### config.mk
export PLATFORM = sky130hd
export DESIGN_NAME = q100_mem
export DESIGN_NICKNAME = d
export VERILOG_FILES = /design/src/rtl/q100_mem_pkg.sv /design/src/rtl/q100_mem_align.sv /design/src/rtl/q100_mem.sv
export SDC_FILE = /design/constraint.sdc
export NUM_CORES = 1
export LEC_CHECK = 0
export BUFFER_PORTS_ARGS = -buffer_cell sky130_fd_sc_hd__buf_2
export CAP_MARGIN = 5
export CORE_AREA = 2 2 189 191
export DETAILED_ROUTE_END_ITERATION = 6
export DIE_AREA = 0 0 191 193
export GPL_TIMING_DRIVEN = 0
export HOLD_SLACK_MARGIN = 0.12
export PLACE_DENSITY = 0.52
export SLEW_MARGIN = 25
export SYNTH_ARGS = -nofsm -noshare
export SYNTH_HDL_FRONTEND = slang
export SYNTH_SLANG_ARGS = --single-unit
### constraint.sdc
create_clock -name clk -period 1.9 [get_ports clk]
set_input_delay 0.285 -clock clk [delete_from_list [all_inputs] [get_ports clk]]
set_output_delay 0.285 -clock clk [all_outputs]
set_load 0.01 [all_outputs]
### src/rtl/q100_mem_pkg.sv
// q100 MEM stage shared definitions: FSM states, funct3 and opcode encodings,
// datapath widths and a misalignment helper.
package q100_mem_pkg;

    localparam int unsigned LEN_OPCODE   = 7;
    localparam int unsigned LEN_REG_VAL  = 32;
    localparam int unsigned LEN_RD       = 5;
    localparam int unsigned LEN_CSR_ADDR = 12;

    typedef enum logic [1:0] {
        StIdle,
        StReq,
        StResp
    } mem_state_e;

    localparam logic [2:0] F3_LB  = 3'b000;
    localparam logic [2:0] F3_LH  = 3'b001;
    localparam logic [2:0] F3_LW  = 3'b010;
    localparam logic [2:0] F3_LBU = 3'b100;
    localparam logic [2:0] F3_LHU = 3'b101;
    localparam logic [2:0] F3_SB  = 3'b000;
    localparam logic [2:0] F3_SH  = 3'b001;
    localparam logic [2:0] F3_SW  = 3'b010;

    localparam logic [6:0] OP_LOAD  = 7'b0000011;
    localparam logic [6:0] OP_STORE = 7'b0100011;

    // Halfword accesses need addr[0]=0, word accesses need addr[1:0]=0.
    function automatic logic is_misaligned(input logic [2:0] funct3, input logic [1:0] addr);
        logic bad;
        bad = 1'b0;
        if (funct3[1:0] == 2'b01) bad = addr[0];
        if (funct3[1:0] == 2'b10) bad = (addr != 2'b00);
        return bad;
    endfunction

endpackage

### src/rtl/q100_mem_align.sv
// q100 MEM lane steering: store byte enables / replicated write data, and
// load lane extraction with sign or zero extension. Purely combinational.
// Low address bits that do not select a lane for the access width are ignored,
// so a misaligned access is implicitly aligned down.
module q100_mem_align
    import q100_mem_pkg::*;
(
    input  logic [2:0]             funct3,
    input  logic [1:0]             addr,
    input  logic [LEN_REG_VAL-1:0] st_data,
    input  logic [LEN_REG_VAL-1:0] rdata,
    output logic [3:0]             be,
    output logic [LEN_REG_VAL-1:0] wdata,
    output logic [LEN_REG_VAL-1:0] ld_data
);

    logic [7:0]  byte_sel;
    logic [15:0] half_sel;

    // Store side: byte enables and lane-replicated data.
    always_comb begin
        be    = 4'b0000;
        wdata = st_data;
        case (funct3)
            F3_SB: begin
                be    = 4'b0001 << addr;
                wdata = {4{st_data[7:0]}};
            end
            F3_SH: begin
                be    = 4'b0011 << {addr[1], 1'b0};
                wdata = {2{st_data[15:0]}};
            end
            F3_SW: be = 4'b1111;
            default: be = 4'b0000;
        endcase
    end

    // Load side: pick the addressed lane and extend it.
    always_comb begin
        byte_sel = rdata[7:0];
        case (addr)
            2'd0: byte_sel = rdata[7:0];
            2'd1: byte_sel = rdata[15:8];
            2'd2: byte_sel = rdata[23:16];
            2'd3: byte_sel = rdata[31:24];
            default: byte_sel = rdata[7:0];
        endcase
        half_sel = addr[1] ? rdata[31:16] : rdata[15:0];
        case (funct3)
            F3_LB:  ld_data = {{24{byte_sel[7]}}, byte_sel};
            F3_LH:  ld_data = {{16{half_sel[15]}}, half_sel};
            F3_LBU: ld_data = {24'd0, byte_sel};
            F3_LHU: ld_data = {16'd0, half_sel};
            default: ld_data = rdata;
        endcase
    end

endmodule

### src/rtl/q100_mem.sv
// q100 MEM pipeline stage: accepts one EX result per handshake, performs RV32I
// loads/stores on the DTCM (req/gnt/rvalid) and presents registered,
// retire-qualified controls to WB.
// Optional build macro Q100_MEM_MISALIGN_EN: adds misalign_o and retires
// misaligned halfword/word accesses without touching the DTCM.
module q100_mem
    import q100_mem_pkg::*;
#(
    parameter int unsigned DTCM_AW = 16
) (
    input  logic                    clk,
    input  logic                    rst,
    input  logic                    ex_vld_i,
    output logic                    ex_rdy_o,
    input  logic [LEN_OPCODE-1:0]   opcode_i,
    input  logic [2:0]              funct3_i,
    input  logic [LEN_REG_VAL-1:0]  alu_result_i,
    input  logic [LEN_REG_VAL-1:0]  rs2_value_i,
    input  logic [LEN_RD-1:0]       rd_i,
    input  logic                    WB_i,
    input  logic                    CSR_i,
    input  logic [LEN_REG_VAL-1:0]  csr_value_i,
    input  logic [LEN_CSR_ADDR-1:0] csr_addr_i,
    output logic                    dtcm_req_o,
    output logic                    dtcm_we_o,
    output logic [DTCM_AW-1:0]      dtcm_addr_o,
    output logic [LEN_REG_VAL-1:0]  dtcm_wdata_o,
    output logic [3:0]              dtcm_be_o,
    input  logic                    dtcm_gnt_i,
    input  logic                    dtcm_rvalid_i,
    input  logic [LEN_REG_VAL-1:0]  dtcm_rdata_i,
    output logic                    WB_o,
    output logic                    CSR_o,
    output logic [LEN_REG_VAL-1:0]  csr_value_o,
    output logic [LEN_CSR_ADDR-1:0] csr_addr_o,
    output logic [LEN_OPCODE-1:0]   opcode_o,
    output logic [LEN_REG_VAL-1:0]  alu_result_o,
    output logic [LEN_RD-1:0]       rd_o,
    output logic [LEN_REG_VAL-1:0]  dtcm_rd_data_o,
`ifdef Q100_MEM_MISALIGN_EN
    output logic                    misalign_o,
`endif
    output logic                    wb_sel_o
);

    mem_state_e state_q, state_d;

    logic [LEN_OPCODE-1:0]   opcode_q;
    logic [2:0]              funct3_q;
    logic [LEN_REG_VAL-1:0]  alu_q;
    logic [LEN_REG_VAL-1:0]  rs2_q;
    logic [LEN_RD-1:0]       rd_q;
    logic                    wb_q;
    logic                    csr_q;
    logic [LEN_REG_VAL-1:0]  csr_value_q;
    logic [LEN_CSR_ADDR-1:0] csr_addr_q;
    // Captured op retires from IDLE on the next cycle without a DTCM access.
    logic                    fast_q;
    logic                    misal_q;

    logic                    accept;
    logic                    is_mem_in;
    logic                    misal_in;
    logic                    store_q;
    logic                    load_q;
    logic                    retire;
    logic [3:0]              st_be;
    logic [LEN_REG_VAL-1:0]  st_wdata;
    logic [LEN_REG_VAL-1:0]  ld_ext;

    assign ex_rdy_o  = (state_q == StIdle);
    assign accept    = ex_vld_i & ex_rdy_o;
    assign is_mem_in = (opcode_i == OP_LOAD) || (opcode_i == OP_STORE);
    assign store_q   = (opcode_q == OP_STORE);
    assign load_q    = (opcode_q == OP_LOAD);

`ifdef Q100_MEM_MISALIGN_EN
    assign misal_in = is_mem_in & is_misaligned(funct3_i, alu_result_i[1:0]);

    // Misalignment flag travels with the captured instruction.
    always_ff @(posedge clk) begin
        if (rst) begin
            misal_q <= 1'b0;
        end else if (accept) begin
            misal_q <= misal_in;
        end
    end
`else
    assign misal_in = 1'b0;
    assign misal_q  = 1'b0;
`endif

    // State register.
    always_ff @(posedge clk) begin
        if (rst) begin
            state_q <= StIdle;
        end else begin
            state_q <= state_d;
        end
    end

    // Next state and retire qualification.
    always_comb begin
        state_d = state_q;
        retire  = 1'b0;
        case (state_q)
            StIdle: begin
                retire = fast_q;
                if (accept && is_mem_in && !misal_in) state_d = StReq;
            end
            StReq: begin
                if (dtcm_gnt_i) begin
                    if (store_q) begin
                        retire  = 1'b1;
                        state_d = StIdle;
                    end else begin
                        state_d = StResp;
                    end
                end
            end
            StResp: begin
                if (dtcm_rvalid_i) begin
                    retire  = 1'b1;
                    state_d = StIdle;
                end
            end
            default: state_d = StIdle;
        endcase
    end

    // Capture the whole EX bundle on handshake.
    always_ff @(posedge clk) begin
        if (rst) begin
            opcode_q    <= '0;
            funct3_q    <= '0;
            alu_q       <= '0;
            rs2_q       <= '0;
            rd_q        <= '0;
            wb_q        <= 1'b0;
            csr_q       <= 1'b0;
            csr_value_q <= '0;
            csr_addr_q  <= '0;
            fast_q      <= 1'b0;
        end else begin
            fast_q <= accept && (!is_mem_in || misal_in);
            if (accept) begin
                opcode_q    <= opcode_i;
                funct3_q    <= funct3_i;
                alu_q       <= alu_result_i;
                rs2_q       <= rs2_value_i;
                rd_q        <= rd_i;
                wb_q        <= WB_i;
                csr_q       <= CSR_i;
                csr_value_q <= csr_value_i;
                csr_addr_q  <= csr_addr_i;
            end
        end
    end

    q100_mem_align u_align (
        .funct3  (funct3_q),
        .addr    (alu_q[1:0]),
        .st_data (rs2_q),
        .rdata   (dtcm_rdata_i),
        .be      (st_be),
        .wdata   (st_wdata),
        .ld_data (ld_ext)
    );

    // DTCM request is driven purely from captured state, so it is stable until grant.
    assign dtcm_req_o   = (state_q == StReq);
    assign dtcm_we_o    = dtcm_req_o & store_q;
    assign dtcm_addr_o  = {alu_q[DTCM_AW-1:2], 2'b00};
    assign dtcm_wdata_o = st_wdata;
    assign dtcm_be_o    = !dtcm_req_o ? 4'b0000 : (store_q ? st_be : 4'b1111);

    // WB-facing registers: write strobes pulse for one cycle, the rest hold.
    always_ff @(posedge clk) begin
        if (rst) begin
            WB_o           <= 1'b0;
            CSR_o          <= 1'b0;
            csr_value_o    <= '0;
            csr_addr_o     <= '0;
            opcode_o       <= '0;
            alu_result_o   <= '0;
            rd_o           <= '0;
            dtcm_rd_data_o <= '0;
            wb_sel_o       <= 1'b0;
        end else begin
            WB_o  <= 1'b0;
            CSR_o <= 1'b0;
            if (retire) begin
                WB_o         <= wb_q & ~store_q & ~misal_q;
                CSR_o        <= csr_q;
                csr_value_o  <= csr_value_q;
                csr_addr_o   <= csr_addr_q;
                opcode_o     <= opcode_q;
                alu_result_o <= alu_q;
                rd_o         <= rd_q;
                wb_sel_o     <= load_q;
                if (state_q == StResp) dtcm_rd_data_o <= ld_ext;
            end
        end
    end

`ifdef Q100_MEM_MISALIGN_EN
    // Misalignment strobe accompanies the retire of the offending access.
    always_ff @(posedge clk) begin
        if (rst) begin
            misalign_o <= 1'b0;
        end else begin
            misalign_o <= retire & misal_q;
        end
    end
`endif

endmodule
==> results.sh, run 1 <==
export IMPL_status="finished, violations left"
export IMPL_violations="negative setup slack"
export IMPL_grt_pass1_vias=10198
export IMPL_dr_max_layer_used="met4"
export IMPL_postRouteAntennaNets=0
export IMPL_drc=0
export IMPL_ys_types=40
export IMPL_dieArea_um2=36900
export IMPL_cp_max_fo=10
export IMPL_comb_power_share=0.135
export IMPL_tightest_slew_ns=0.927
export IMPL_grt_start_max_net_pins=20
export IMPL_layout_drive_gt1_share=0.299
export IMPL_tritoncts="yes"
export IMPL_post_route_util=0.454
export IMPL_synth_largest_area_cell="dfxtp_1"
export IMPL_power_mw=13.3
export IMPL_synth_area_top_cells="dfxtp_1, nand2_1, mux2i_1"
export IMPL_fp_dieW_um=191
export IMPL_cts_root_buf="clkbuf_16"
export IMPL_yosysSeqAreaShare=0.489
export IMPL_netlist_instances=1248
export IMPL_grt_usage=0.194
export IMPL_async_flop_share=0
export IMPL_gp_congestion=0.852
export IMPL_r2r_slack_ns=-0.09
export IMPL_pwr_share_clk=0.444
export IMPL_rows=69
export IMPL_h_tree_depth=1
export IMPL_vias=10360
export IMPL_fin_skew_ns=0.0159
export IMPL_place_area_um2=12600
export IMPL_max_cap_violations=0
export IMPL_fp_dieH_um=193
export IMPL_overflow=0
export IMPL_io_buffers=337
export IMPL_syn_cell_area_um2=10300
export IMPL_p_leak_nw=7.29
export IMPL_postSynthRegisterBits=251
export IMPL_irDropWorstVdd_mv=0.661
export IMPL_wire_per_inst_um=16.3
export IMPL_drt_iter0_drc=364
export IMPL_clk_latency_ns=0.55
export IMPL_cts_path_max_buffers=3
export IMPL_fin_nets=1961
export IMPL_synthToLayoutAreaGrowth_pct=54.4
export IMPL_p_per_area_nw_per_um2=837
export IMPL_yosys_most_used_dff="dfxtp_1"
export IMPL_viasPerCell=4.54
export IMPL_switchingPower_mw=3.29
export IMPL_finalSetupViolations=33
export IMPL_min_path_type="input pin to flop"
export IMPL_first_pass_iters=5
export IMPL_drv_slew=0
export IMPL_rsz0062_at_grt="true"
export IMPL_whs_path_depth=4
export IMPL_startpoint_type="flop"
export IMPL_yosysWarnings=0
export IMPL_fmax_ghz=0.460
export IMPL_wl_met2_um=17900
export IMPL_cp_required_ns=1.62
export IMPL_cts_sinks=251
export IMPL_met3WireLength_um=2210
export IMPL_hold_violations=0
export IMPL_most_common_layout_cells="nand2_1, buf_2, dfxtp_1, a21oi_1, dlygate4sd3_1"
export IMPL_holdPathEnd="dtcm_rd_data_o[15]"
export IMPL_seqPwrFrac=0.421
export IMPL_switching_share=0.248
export IMPL_final_common_cell="nand2_1"
export IMPL_grt_pass1_wl_um=56100
export IMPL_reg2reg_depth=8
export IMPL_synth_edf_count=0
export IMPL_timing_rr_start="opcode_q[6]"
export IMPL_syn_avg_cell_area_um2=8.24
export IMPL_period_needed_ns=2.17
export IMPL_maxSlewHeadroom=0.382
export IMPL_drt_met1_wl_um=16300
export IMPL_clk_pin_slew_ns=0.05
export IMPL_worst_slack_ns=-0.274
export IMPL_r2r_end="WB_o"
export IMPL_post_dp_hpwl_um=26000
export IMPL_start_util=0.294
export IMPL_wirelength_um=37300
export IMPL_internal_power_mw=10.0
export IMPL_io_pins=340
export IMPL_finalCritPeriodShare=1.14
export IMPL_numCtsBuffers=29
export IMPL_postLayoutCellArea_um2=15900
export IMPL_yosysTopAreaCellShare=0.489
export IMPL_core_um2=35000
export IMPL_worstSetupPathType="flop to output pin"
export IMPL_antenna_found_initial=2
export IMPL_crit_path_end_kind="output pin"
export IMPL_min_delay_start="dtcm_rdata_i[15]"
export IMPL_critical_path_arrival_ns=1.89
==> metrics by stage <==
step	hold WS (ns)	setup TNS [ns]	cells	setup WS (ns)
4_1_cts	0.122	-13.18	2278	-0.333
5_1_grt	0.165	-16.25	2283	-0.367
6_report	0.152	-4.67	2284	-0.274
3_3_place_gp	0.440	-38.40	2047	-0.456
3_5_place_dp	0.444	-43.23	2047	-0.497
2_1_floorplan	0.421	0	1249	0.171
==> worst max-delay path, stage by stage (launching register included) <==
cell	delay, ns
dfxtp_1	0.30
buf_2	0.22
clkbuf_4	0.24
buf_4	0.19
a21oi_1	0.09
o21ai_1	0.12
buf_2	0.18
==> final cells by class <==
type | count | area, um^2
Clock inverter | 14 | 203
Buffer | 117 | 741
Fill cell | 3483 | 19100
Timing Repair Buffer | 520 | 3640
Tap cell | 461 | 577
Multi-Input combinational cell | 876 | 4850
Clock buffer | 39 | 803
Antenna cell | 2 | 5.00
Inverter | 4 | 15.0
Sequential cell | 251 | 5040
==> registers in the layout, summed over array words and instances, names as in the netlist, 2 cells and up <==
signal	cells
alu_q	32
alu_result_o	32
csr_value_o	32
csr_value_q	32
dtcm_rd_data_o	32
rs2_q	32
csr_addr_o	12
csr_addr_q	12
opcode_o	7
opcode_q	7
rd_o	5
rd_q	5
funct3_q	3
state_q	2
==> kinds of logic after synthesis <==
family	synth area share
and+or+nand+nor	0.211
DFF	0.489
AOI/OAI and AO/OA	0.121
buffers and inverters	0.0625
muxes	0.117
other	0.000365
==> worst max path at each step <==
stage,from,to,cells past startpoint
2_1_floorplan,funct3_q[1],dtcm_wdata_o[20],3
4_1_cts,opcode_q[6],dtcm_we_o,5
3_5_place_dp,rst,dtcm_rd_data_o[7],6
6_report,alu_q[1],dtcm_be_o[3],6
5_1_grt,opcode_q[6],dtcm_be_o[2],5
3_3_place_gp,rst,dtcm_rd_data_o[7],6
==> power by group through the flow <==
stage          registers, mW  logic (mW)  clock network (mW)
2_1_floorplan           5.68       0.743                   0
3_3_place_gp            5.69        1.31                   0
3_5_place_dp            5.70        1.32                   0
4_1_cts                 5.59        1.78                6.05
5_1_grt                 5.62        1.95                6.25
6_report                5.59        1.79                5.90
==> cells in the mapped netlist (all sizes together), types with 2 or more instances <==
cell and n:
nand2 460, dfxtp 251, a21oi 167, mux2i 98
clkbuf 67, buf 51, o21ai 41, mux2 19
nor2 19, nand3b 10, a211oi 9, and2 7
nor2b 7, a31o 6, nand3 5, inv 4
nor3 4, a31oi 3, nand2b 3, nand4bb 2
nor4b 2, or2 2, or3 2
==> what timing repair did <==
item	CTS	global route
hold buffers	158	0
setup endpoints to repair	183	229
resized for setup	121	36
setup buffers	19	4
cloned	2	0
pin swaps	5	2
hold endpoints to repair	158	0
==> metal layers <==
| layer | global-route usage | vias up |
|---|---|---|
| met4 | 0.0596 | 0 |
| li1 | - | 5207 |
| met1 | 0.241 | 4783 |
| met2 | 0.339 | 312 |
| met3 | 0.0386 | 58 |
| met5 | 0 | - |
(Power assumes the default switching activity.)
==> run 2, diff against run 1 <==
--- a/config.mk
+++ b/config.mk
@@ -5,14 +5,16 @@
 export SDC_FILE = /design/constraint.sdc
 export NUM_CORES = 1
 export LEC_CHECK = 0
+export ABC_AREA = 1
 export BUFFER_PORTS_ARGS = -buffer_cell sky130_fd_sc_hd__buf_2
 export CAP_MARGIN = 5
-export CORE_AREA = 2 2 189 191
+export CORE_AREA = 2 2 191 193
 export DETAILED_ROUTE_END_ITERATION = 6
-export DIE_AREA = 0 0 191 193
+export DIE_AREA = 0 0 193 195
 export GPL_TIMING_DRIVEN = 0
 export HOLD_SLACK_MARGIN = 0.12
-export PLACE_DENSITY = 0.52
+export PLACE_DENSITY = 0.51
+export REMOVE_ABC_BUFFERS = 1
 export SLEW_MARGIN = 25
 export SYNTH_ARGS = -nofsm -noshare
 export SYNTH_HDL_FRONTEND = slang
==> run 2 against run 1 <==
Against the previous run:
- die area is 2.1% higher
- critical path type unchanged
- combinational power grew 27%
- via count rose by 6.5%
- area after synthesis rose by 2.5%
- setup slack got worse by 0.029 ns
- worst hold slack lost 0.0095 ns
- global-route usage increased by 0.28 points
- the flow still finishes with violations (negative setup slack)
- final area down 0.13%
==> results.sh, run 2 <==
export IMPL_period_needed_ns=2.20
export IMPL_crit_chain="buf_12 -> nor2_4 -> nand2_4 -> clkinvlp_4 -> a31oi_2 -> a21oi_2 -> buf_2"
export IMPL_cp_slowest_stage_delay_ns=0.35
export IMPL_worst_path_buf_inv=3
export IMPL_max_cap_violations=0
export IMPL_synth_area_top_cells="dfxtp_1, nor2_1, nand2_1"
export IMPL_dp_cells=2133
export IMPL_slowest_stage="dfxtp_4"
export IMPL_fin_nets=2069
export IMPL_io_buffers=337
export IMPL_postRouteAntennaNets=0
export IMPL_async_flop_share=0
export IMPL_ys_types=30
export IMPL_whs_path_depth=3
export IMPL_netlist_instances=1449
export IMPL_numCtsBuffers=30
export IMPL_io_pins=340
export IMPL_drc=0
export IMPL_syn_avg_cell_area_um2=7.27
export IMPL_cp_max_fo=6
export IMPL_gp_congestion=0.778
export IMPL_dieArea_um2=37600
export IMPL_final_common_cell="nor2_1"
export IMPL_synth_edf_count=0
export IMPL_fin_skew_ns=0.0183
export IMPL_wirelength_um=39500
export IMPL_antenna_found_initial=1
export IMPL_most_common_layout_cells="nor2_1, buf_2, dfxtp_1, nand2_1, dlygate4sd3_1"
export IMPL_grt_pass1_wl_um=59200
export IMPL_syn_cell_area_um2=10500
export IMPL_wire_per_inst_um=16.6
export IMPL_cts_path_max_buffers=3
export IMPL_yosysWarnings=0
export IMPL_grt_start_max_net_pins=102
export IMPL_cts_root_buf="clkbuf_16"
export IMPL_min_path_type="input pin to flop"
export IMPL_clk_latency_ns=0.56
export IMPL_worstSetupPathType="flop to output pin"
export IMPL_yosysSeqAreaShare=0.477
export IMPL_place_area_um2=12500
export IMPL_violations="negative setup slack"
export IMPL_startpoint_type="flop"
export IMPL_crit_path_end_kind="output pin"
export IMPL_synth_largest_area_cell="dfxtp_1"
export IMPL_synthToLayoutAreaGrowth_pct=50.4
export IMPL_cpLargestDelayFamily="buffers and inverters"
export IMPL_yosysTopAreaCellShare=0.477
export IMPL_rows=69
export IMPL_fin_tns_setup_ns=-6.98
export IMPL_post_dp_hpwl_um=21800
export IMPL_drv_slew=0
export IMPL_fp_dieW_um=193
export IMPL_rsz0062_at_grt="true"
export IMPL_irDropWorstVdd_mv=0.671
export IMPL_status="finished, violations left"
export IMPL_fmax_ghz=0.454
export IMPL_clk_pin_slew_ns=0.06
export IMPL_hold_violations=0
export IMPL_tritoncts="yes"
export IMPL_reg2reg_depth=11
export IMPL_first_pass_iters=5
export IMPL_critical_path_arrival_ns=1.92
export IMPL_worst_slack_ns=-0.303
export IMPL_path_depth=7
export IMPL_vias=11037
export IMPL_layout_drive_gt1_share=0.272
export IMPL_overflow=0
export IMPL_h_tree_depth=1
export IMPL_postLayoutCellArea_um2=15900
export IMPL_finalSetupViolations=29
export IMPL_p_per_area_nw_per_um2=852
export IMPL_power_mw=13.5
export IMPL_grt_pass1_vias=10761
export IMPL_grt_usage=0.197
export IMPL_instances_no_fill=2388
export IMPL_dp_slack_ns=-0.762
export IMPL_drt_iter0_drc=523
export IMPL_start_util=0.298
export IMPL_fp_dieH_um=195
export IMPL_fill_cells=3622
export IMPL_p_leak_nw=7.71
export IMPL_viasPerCell=4.62
export IMPL_cts_sinks=251
export IMPL_postSynthRegisterBits=251
export IMPL_core_um2=35400
export IMPL_cp_required_ns=1.62
export IMPL_finalCritPeriodShare=1.16
export IMPL_yosys_most_used_dff="dfxtp_1"
export IMPL_synth_common_cells="nor2_1, dfxtp_1, nand2_1, o21ai_0, nand3b_1"
export IMPL_synth_most_common_cell="nor2_1"
[run 2: cell count changes after synthesis, moves of 11 or more]
cell	before	now
nand2_1	460	220
nor2_1	19	394
o21a_1	0	16
o21ai_0	41	161
inv_1	4	59
mux2i_1	98	0
nand3_1	5	18
a21oi_1	167	63
nand3b_1	10	88
nand4_1	0	17
mux2_2	18	7
[run 2: report_power, final]
group | internal, mW | switching (mW) | total [mW]
clock network | 3.22 | 2.27 | 5.48
logic | 1.07 | 1.19 | 2.27
registers | 5.58 | 0.172 | 5.76
[run 2: kinds of logic after synthesis]
logic type / after synthesis / share of synthesized area
buffers and inverters: 191 / 0.0826
multiplexers: 7 / 0.00748
AND/OR/NAND/NOR: 751 / 0.310
other: 1 / 0.000356
AO/OA/AOI/OAI: 248 / 0.122
flip-flops: 251 / 0.477
[run 2: final timing paths]
kind / startpoint / to / slack, ns
hold reg to reg: csr_q / CSR_o / 0.44
hold / removal: dtcm_gnt_i / state_q[0] / 0.14
setup reg to reg: opcode_q[3] / alu_result_o[30] / 0.08
setup / recovery: funct3_q[1] / dtcm_be_o[1] / -0.30
[run 2: area by class of cell]
class | count | area, um^2 | share of cell area
Sequential cell | 251 | 5050 | 0.318
Multi-Input combinational cell | 1012 | 4930 | 0.311
Timing Repair Buffer | 545 | 4080 | 0.257
Clock buffer | 46 | 861 | 0.0543
Tap cell | 461 | 577 | 0.0364
Inverter | 65 | 284 | 0.0179
Clock inverter | 5 | 61.3 | 0.00387
Timing Repair inverter | 2 | 13.8 | 0.000868
Antenna cell | 1 | 2.50 | 0.000158
[run 2: repair_timing]
item,in CTS,in global routing
endpoints found under the hold margin,155,0
cloned,10,2
pin swaps,12,8
hold buffers,155,0
setup endpoints to repair,259,151
gates resized for setup,70,65
buffers inserted,32,4
[run 2: worst min-delay path, delay by kind of cell]
| kind | cells | cell delay [ns] |
|---|---|---|
| AOI/OAI and AO/OA | 1 | 0.06 |
| and+or+nand+nor | 1 | 0.15 |
| buffers and inverters | 1 | 0.16 |
[run 2: per-layer routing]
layer,wire [um],up-vias,GRT usage
met5,0,-,0
met4,1390,0,0.0735
met3,1940,79,0.0316
met2,18700,300,0.326
met1,17500,5118,0.257
li1,-,5540,-
[run 2: metrics by stage]
| stage | utilization | hold WS [ns] |
|---|---|---|
| finish | 0.448 | 0.143 |
| floorplan | - | 0.354 |
| CTS | 0.441 | 0.121 |
| global route | 0.448 | 0.147 |
| detailed placement | 0.352 | 0.443 |
| global placement | 0.344 | 0.430 |
==> run 3, diff against run 2 <==
--- a/config.mk
+++ b/config.mk
@@ -5,15 +5,14 @@
 export SDC_FILE = /design/constraint.sdc
 export NUM_CORES = 1
 export LEC_CHECK = 0
-export ABC_AREA = 1
 export BUFFER_PORTS_ARGS = -buffer_cell sky130_fd_sc_hd__buf_2
 export CAP_MARGIN = 5
-export CORE_AREA = 2 2 191 193
+export CORE_AREA = 2 2 189 191
 export DETAILED_ROUTE_END_ITERATION = 6
-export DIE_AREA = 0 0 193 195
+export DIE_AREA = 0 0 191 193
 export GPL_TIMING_DRIVEN = 0
 export HOLD_SLACK_MARGIN = 0.12
-export PLACE_DENSITY = 0.51
+export PLACE_DENSITY = 0.52
 export REMOVE_ABC_BUFFERS = 1
 export SLEW_MARGIN = 25
 export SYNTH_ARGS = -nofsm -noshare
==> run 3 against run 2 <==
Against the previous run:
- the run still ends with negative setup slack left
- critical path depth decreased by 2
- count of clock-buffer cells in the layout decreased by 2
- global-route usage shrank 2.3 points
- flip-flop and latch count is the same
- routed wire length shrank 13%
- sequential power shrank 3%
- critical endpoint is now dtcm_be_o[3]
- largest power group unchanged
- highest routed layer is now met5
==> results.sh, run 3 (synthesis gave the netlist of run 1 again) <==
export IMPL_clk_pin_slew_ns=0.06
export IMPL_grt_pass1_vias=9869
export IMPL_instances_no_fill=2203
export IMPL_dieArea_um2=36900
export IMPL_wire_per_inst_um=15.7
export IMPL_overflow=0
export IMPL_cp_max_fo=5
export IMPL_cts_path_max_buffers=3
export IMPL_irDropWorstVdd_mv=0.694
export IMPL_grt_usage=0.174
export IMPL_timing_rr_start="opcode_q[6]"
export IMPL_critical_path_arrival_ns=1.86
export IMPL_worstSetupPathType="flop to output pin"
export IMPL_h_tree_depth=1
export IMPL_rsz0062_at_grt="true"
export IMPL_p_per_area_nw_per_um2=820
export IMPL_most_common_layout_cells="nand2_1, buf_2, dfxtp_1, a21oi_1, dlygate4sd3_1"
export IMPL_violations="negative setup slack"
export IMPL_whs_path_depth=4
export IMPL_fill_cells=3482
export IMPL_r2r_slack_ns=-0.03
export IMPL_drc=0
export IMPL_r2r_end="alu_result_o[27]"
export IMPL_wirelength_um=34500
export IMPL_clk_latency_ns=0.55
export IMPL_gr_usage_met1=0.216
export IMPL_numCtsBuffers=30
export IMPL_grt_pass1_wl_um=52000
export IMPL_fin_nets=1881
export IMPL_fp_dieW_um=191
export IMPL_hold_violations=0
export IMPL_viasPerCell=4.59
export IMPL_cp_required_ns=1.62
export IMPL_fmax_ghz=0.467
export IMPL_finalSetupViolations=48
export IMPL_synthToLayoutAreaGrowth_pct=53.3
export IMPL_reg2reg_depth=8
export IMPL_tightest_slew_ns=0.695
export IMPL_place_area_um2=12400
export IMPL_period_needed_ns=2.14
export IMPL_max_cap_violations=0
export IMPL_fin_tns_setup_ns=-4.89
export IMPL_first_pass_iters=5
export IMPL_min_delay_start="dtcm_rdata_i[13]"
export IMPL_status="finished, violations left"
export IMPL_layout_drive_gt1_share=0.298
export IMPL_grtUsageMet3=0.0355
export IMPL_power_mw=12.9
export IMPL_busiest_layer="met2"
export IMPL_maxSlewHeadroom=0.536
export IMPL_drv_slew=0
export IMPL_dp_cells=1945
export IMPL_use_met2=0.303
export IMPL_p_leak_nw=7.21
export IMPL_rows=69
export IMPL_startpoint_type="flop"
export IMPL_tritoncts="yes"
export IMPL_holdPathEnd="dtcm_rd_data_o[13]"
export IMPL_postLayoutCellArea_um2=15800
export IMPL_gp_congestion=0.756
export IMPL_io_pins=340
export IMPL_post_dp_hpwl_um=20100
export IMPL_crit_path_end_kind="output pin"
export IMPL_grt_start_max_net_pins=109
export IMPL_cts_sinks=251
export IMPL_min_path_type="input pin to flop"
export IMPL_postRouteAntennaNets=0
export IMPL_finalCritPeriodShare=1.13
export IMPL_antenna_found_initial=4
export IMPL_fp_dieH_um=193
export IMPL_final_common_cell="nand2_1"
export IMPL_worst_slack_ns=-0.244
export IMPL_drt_iter0_drc=366
export IMPL_fin_skew_ns=0.00890
export IMPL_io_buffers=337
export IMPL_start_util=0.294
export IMPL_cts_root_buf="clkbuf_16"
export IMPL_vias=10103
export IMPL_core_um2=35000
[run 3: layout make-up]
type,instances,area (um^2),area share
diodes,2,5.00,0.000318
clock buffers,44,875,0.0555
clock inverters,9,70.1,0.00445
inverters,4,22.5,0.00143
multi-input cells,877,4870,0.309
flip-flops and latches,251,5040,0.320
well taps,461,577,0.0366
repair buffers,555,4290,0.272
[run 3: critical path, stage by stage, from the launching register on]
cell       delay [ns]
dfxtp_2          0.32
nand4bb_4        0.24
nor4b_4          0.30
nand2b_4         0.23
o21ai_2          0.07
buf_2            0.15
[run 3: repair_timing]
action / CTS / global route
pin swaps: 9 / 5
hold buffers: 155 / 0
cloned: 4 / 5
setup endpoints to repair: 147 / 146
gates resized for setup: 74 / 29
buffers inserted: 30 / 15
endpoints found under the hold margin: 154 / 0
[run 3: how the worst max path moves through the flow]
stage	from	slack [ns]	end	cells after the start
finish	opcode_q[6]	-0.24	dtcm_be_o[3]	5
global route	opcode_q[0]	-0.32	dtcm_be_o[3]	5
CTS	opcode_q[6]	-0.26	dtcm_be_o[0]	5
detailed placement	state_q[1]	-0.87	alu_result_o[27]	10
global placement	state_q[1]	-10.47	alu_result_o[14]	3
floorplan	state_q[1]	-6.34	alu_result_o[0]	3
[run 3: report_power, final]
group / internal, mW / switching [mW]
Combinational: 0.941 / 0.864
Clock: 3.29 / 2.24
Sequential: 5.46 / 0.129
Total: 9.69 / 3.23
[run 3: per-stage QoR]
step	utilization	setup slack (ns)	hold slack, ns
floorplan	-	-6.34	0.354
global placement	0.341	-10.47	0.438
detailed placement	0.354	-0.871	0.444
CTS	0.442	-0.264	0.121
global route	0.451	-0.318	0.152
finish	0.451	-0.244	0.148
[run 3: metal layers]
| layer | wire, um | up-vias | share of wire |
|---|---|---|---|
| li1 | - | 5036 | - |
| met1 | 14700 | 4748 | 0.43 |
| met2 | 16800 | 260 | 0.49 |
| met3 | 1970 | 57 | 0.057 |
| met4 | 1040 | 2 | 0.030 |
| met5 | 8 | - | 0.00023 |
